File: src/rtl/reg_mux_nx1.sv
// reg_mux_nx1: registered N:1 channel selector with valid/ready handshakes.
//
// Picks one WIDTH-bit channel of in_data per accepted transfer, registers it
// and presents it on out_data until the downstream takes it. An out-of-range
// select captures zeros and raises the sticky sel_err flag.
//
// Build option (macro REG_MUX_SKID_EN):
//   defined     - main register plus one-entry skid register; in_ready is a
//                 pure register output (~skid_full), two words of storage.
//   not defined - main register only; in_ready = ~out_valid | out_ready
//                 (combinational from out_ready), one word of storage.
//
// Ports:
//   clk        rising-edge clock
//   reset_n    asynchronous active-low reset
//   in_valid   upstream has a transfer
//   in_ready   block can accept this cycle
//   sel        channel index, sampled on accept
//   in_data    N channels, channel k at [k*WIDTH +: WIDTH]
//   out_valid  out_data holds a transfer
//   out_ready  downstream accepts
//   out_data   selected, registered data
//   sel_err    sticky: an accepted sel was >= N
//   xfer_cnt   completed output transfers, wraps modulo 256
module reg_mux_nx1 #(
    parameter int unsigned  WIDTH = 5,
    parameter int unsigned  N     = 4,
    localparam int unsigned SELW  = $clog2(N)
) (
    input  logic               clk,
    input  logic               reset_n,
    input  logic               in_valid,
    output logic               in_ready,
    input  logic [SELW-1:0]    sel,
    input  logic [N*WIDTH-1:0] in_data,
    output logic               out_valid,
    input  logic               out_ready,
    output logic [WIDTH-1:0]   out_data,
    output logic               sel_err,
    output logic [7:0]         xfer_cnt
);

    logic             accept;
    logic             drain;
    logic             sel_ok;
    logic [WIDTH-1:0] sel_word;
    logic [WIDTH-1:0] cap_word;

    logic             m_valid_q, m_valid_d;
    logic [WIDTH-1:0] m_data_q,  m_data_d;
    logic             sel_err_q, sel_err_d;
    logic [7:0]       xfer_cnt_q, xfer_cnt_d;

    assign accept = in_valid & in_ready;
    assign drain  = m_valid_q & out_ready;

    // Non-power-of-two N leaves sel codes with no channel behind them.
    assign sel_ok = 32'(sel) < N;

    always_comb begin
        sel_word = '0;
        for (int unsigned k = 0; k < N; k++) begin
            if (sel == SELW'(k)) begin
                sel_word = in_data[k*WIDTH +: WIDTH];
            end
        end
    end

    assign cap_word = sel_ok ? sel_word : '0;

`ifdef REG_MUX_SKID_EN
    logic             s_valid_q, s_valid_d;
    logic [WIDTH-1:0] s_data_q,  s_data_d;

    // Registered ready: only a full skid entry can block the input.
    assign in_ready = ~s_valid_q;

    always_comb begin
        m_valid_d = m_valid_q;
        m_data_d  = m_data_q;
        s_valid_d = s_valid_q;
        s_data_d  = s_data_q;
        if (drain) begin
            if (s_valid_q) begin
                // in_ready is low here, so no accept can collide with the refill.
                m_data_d  = s_data_q;
                s_valid_d = 1'b0;
            end else if (accept) begin
                m_data_d = cap_word;
            end else begin
                m_valid_d = 1'b0;
            end
        end else if (accept) begin
            if (!m_valid_q) begin
                m_valid_d = 1'b1;
                m_data_d  = cap_word;
            end else begin
                s_valid_d = 1'b1;
                s_data_d  = cap_word;
            end
        end
    end

    always_ff @(posedge clk or negedge reset_n) begin
        if (!reset_n) begin
            s_valid_q <= 1'b0;
            s_data_q  <= '0;
        end else begin
            s_valid_q <= s_valid_d;
            s_data_q  <= s_data_d;
        end
    end
`else
    // Single-entry stage: a draining word frees the register in the same cycle.
    assign in_ready = ~m_valid_q | out_ready;

    always_comb begin
        m_valid_d = m_valid_q;
        m_data_d  = m_data_q;
        if (accept) begin
            m_valid_d = 1'b1;
            m_data_d  = cap_word;
        end else if (drain) begin
            m_valid_d = 1'b0;
        end
    end
`endif

    assign sel_err_d  = sel_err_q | (accept & ~sel_ok);
    assign xfer_cnt_d = drain ? xfer_cnt_q + 8'd1 : xfer_cnt_q;

    always_ff @(posedge clk or negedge reset_n) begin
        if (!reset_n) begin
            m_valid_q  <= 1'b0;
            m_data_q   <= '0;
            sel_err_q  <= 1'b0;
            xfer_cnt_q <= 8'd0;
        end else begin
            m_valid_q  <= m_valid_d;
            m_data_q   <= m_data_d;
            sel_err_q  <= sel_err_d;
            xfer_cnt_q <= xfer_cnt_d;
        end
    end

    assign out_valid = m_valid_q;
    assign out_data  = m_data_q;
    assign sel_err   = sel_err_q;
    assign xfer_cnt  = xfer_cnt_q;

endmodule
File: config.mk
export PLATFORM = sky130hd
export DESIGN_NAME = reg_mux_nx1
export DESIGN_NICKNAME = d
export VERILOG_FILES = /design/src/rtl/reg_mux_nx1.sv
export SDC_FILE = /design/constraint.sdc
export NUM_CORES = 1
export LEC_CHECK = 0
export CAP_MARGIN = 15
export CORE_UTILIZATION = 32
export CTS_BUF_LIST = sky130_fd_sc_hd__clkbuf_16
export CTS_CLUSTER_SIZE = 40
export DETAILED_ROUTE_END_ITERATION = 8
export PLACE_DENSITY = 0.73
export SLEW_MARGIN = 20
export SYNTH_ARGS = -nofsm -noshare
export SYNTH_HDL_FRONTEND = slang
export SYNTH_SLANG_ARGS = --single-unit
export TNS_END_PERCENT = 10
File: constraint.sdc
create_clock -name clk -period 1.15 [get_ports clk]
set_input_delay 0.23 -clock clk [delete_from_list [all_inputs] [get_ports clk]]
set_output_delay 0.23 -clock clk [all_outputs]
set_load 0.01 [all_outputs]
==> flow_summary.toml <==
[outcome]
status = "complete, but fails checks"
failed_checks = "negative setup slack"

[worst_setup_path]
critPathRequiredTime_ns = 1.27
cp-start-kind = "input port"
critPathSlowestCell = "mux4_2"
critPathMaxFanout = 1
crit_type = "input port to register"
worstSetupEndpointType = "register"
cp_data_arrival_time_ns = 1.34
cpPeakStageDelay_ns = 0.45
crit_path_cell_trace = "clkdlybuf4s50_1 > mux4_2 > mux2_2"

[cts]
cts_tree = "done"
clockBufferDepth = 2
cts_sinks = 14
numCtsBuffers = 3
htree_num_levels = 1
post_cts_buffers = 0
path_clk_slew_ns = 0.04
clock_latency_ns = 0.23
clockRootBuffer = "clkbuf_16"

[pwr]
p_total_mw = 2.104
p_leak_nw = 0.6101
powerDensity_nw_per_um2 = 1645
peakVddDrop_mv = 0.7521

[sta]
fin_crit_sh_pct = 106.7
finalSetupViolations = 4
rsz0062_at_grt = "yes"
finalClockSkew_ns = 0.001723
period_needed_ns = 1.226
final-max-slew-violation-count = 0
layout_setup_ws_ns = -0.07649
hold_violations = 0
holdWs_ns = 0.2984
clock.fmax_ghz = 0.8153

[grt]
grt_max_degree = 15
gr-usage-all-layers_pct = 16.16
grt_pass1_wl_um = 2801
grt_pass1_vias = 675
overflow = 0
grt_antenna_before_repair = 0

[drt]
vias = 593
first_iter_violations = 2
antenna_left = 0
first_pass_iters = 2
drc_errors = 0
wirelength_um = 1551
wl_per_cell_um = 12.21
avgViaCountPerCell = 4.669

[synth]
syn_area_per_cell_um2 = 14.25
synthAdderAreaFrac_pct = 1.792
ys_types = 15
synth-xor-area-share_pct = 8.781
synth_top_cells_by_count = "dfrtp_1 (14), mux2_2 (6), xnor2_1 (6), mux4_2 (5), nand4_1 (4)"
synth_edf_count = 0
synth_sequential_area_ratio_pct = 50.18
yosysMostFrequentCell = "dfrtp_1"
synth-async-reset-ratio_pct = 100.0
ys_ff_latch = 14
yosys_warnings = 0
synthCells = 49
post-synth-top-area-cell = "dfrtp_1"
synth_top_family_by_area = "multiplexers"
muxShareOfSynthArea_pct = 25.81
netlist_area_um2 = 698.2
syn_nets = 76
ys_top_cells_by_area = "dfrtp_1 (50%), mux4_2 (16%), mux2_2 (9.7%)"
synth_compound_area_share_pct = 0
ys.flop_type = "dfrtp_1"
synthSimpleGateAreaFrac_pct = 9.677
synth_top_area_share_pct = 50.18

[floorplan]
pin_count = 42
start_util_pct = 34.88
core_um2 = 2002
die_x_um = 48.71
die-area_um2 = 2373
die_height_um = 48.71
row_count = 16

[cells_and_area]
syn2layout_area_growth_pct = 83.15
nNetsFinal = 129
diodes = 0
multi_input_area_um2 = 345.3
fillers = 163
final_core_util_pct = 63.88
regArea_um2 = 350.3
drive_gt1_share_pct = 33.00

[min_path]
holdCritPathClass = "input port to async pin"

[place]
gp_congestion = 0.7243
dp_hpwl_um = 1238
port_buffers = 40

[run]
maxCapViolations = 0
## state kept, by name (all words and copies together) (netlist names)
signal     cells
out_valid      1
xfer_cnt       8
out_data       5
## critical path: cells and delay by family
kind     cells  cell delay, ns
buf+inv      1            0.40
mux          2            0.71
## metal layers
layer	track usage [%]	wire, µm	part of all wire [%]
met1	15.35	496	32
met2	30.09	874	56
met3	6.289	172	11
met4	7.353	8	0.52
met5	0	0	0
## kinds of logic after synthesis
| logic type | after synthesis |
|---|---|
| other | 1 |
| multiplexers | 11 |
| buffers and inverters | 3 |
| XOR/XNOR | 7 |
| adder cells (fa/ha/maj) | 1 |
| AND/OR/NAND/NOR | 12 |
| flip-flops | 14 |
## worst paths after layout
| kind | from | end | slack, ns | cells past startpoint |
|---|---|---|---|---|
| worst max-delay path | in_data[15] | out_data[0] | -0.08 | 3 |
| worst min-delay path | reset_n | xfer_cnt[0] | 0.30 | 2 |
| worst max register to register | out_valid | xfer_cnt[0] | -0.01 | 5 |
| worst min register to register | xfer_cnt[7] | xfer_cnt[7] | 0.47 | 1 |
| max in group asynchronous | reset_n | out_data[3] | 0.69 | 2 |
| min in group clk | out_ready | out_valid | 0.46 | 3 |
## stage by stage
step	area (µm²)	std cells	TNS [ns]	worst slack, ns
after floorplan	699.4	49	-0.2186	-0.04372
after detailed placement	1192	124	-4.866	-0.5833
after global placement	1192	124	-4.654	-0.5574
after CTS	1271	127	-0.3275	-0.09690
after global routing	1279	127	-0.5318	-0.1161
final	1279	127	-0.2319	-0.07649
## final cells by class
class                   instances  area share (%)
flip-flops and latches         14           27.40
clock buffers                   3           5.871
well taps                      27           2.642
repair buffers                 51           37.08
multi-input cells              32           27.01
## placed cells by master (no fill, tap or decap), drive strengths merged
| cell | Yosys | final |
|---|---|---|
| clkdlybuf4s50 | 0 | 14 |
| mux4 | 5 | 5 |
| xnor2 | 6 | 6 |
| conb | 1 | 1 |
| and3 | 2 | 2 |
| ha | 1 | 1 |
| nand2 | 3 | 3 |
| nand4 | 4 | 4 |
| clkbuf | 1 | 5 |
| dfrtp | 14 | 14 |
| dlygate4sd2 | 0 | 13 |
| and2 | 1 | 1 |
| buf | 2 | 14 |
| dlymetal6s2s | 0 | 3 |
| xor2 | 1 | 1 |
| nand2b | 2 | 2 |
| clkdlybuf4s15 | 0 | 5 |
| mux2 | 6 | 6 |
## power by group
part	switching [mW]	internal, mW
logic	0.307	0.455
clock network	0.169	0.452
registers	0.0895	0.631
## repair_timing
item	in CTS	in global routing
endpoints found under the setup margin	21	17
resized for setup	44	11
cloned	0	0
hold buffers	0	0
pin swaps	1	6
No activity file was read; power rests on OpenSTA's default activity.
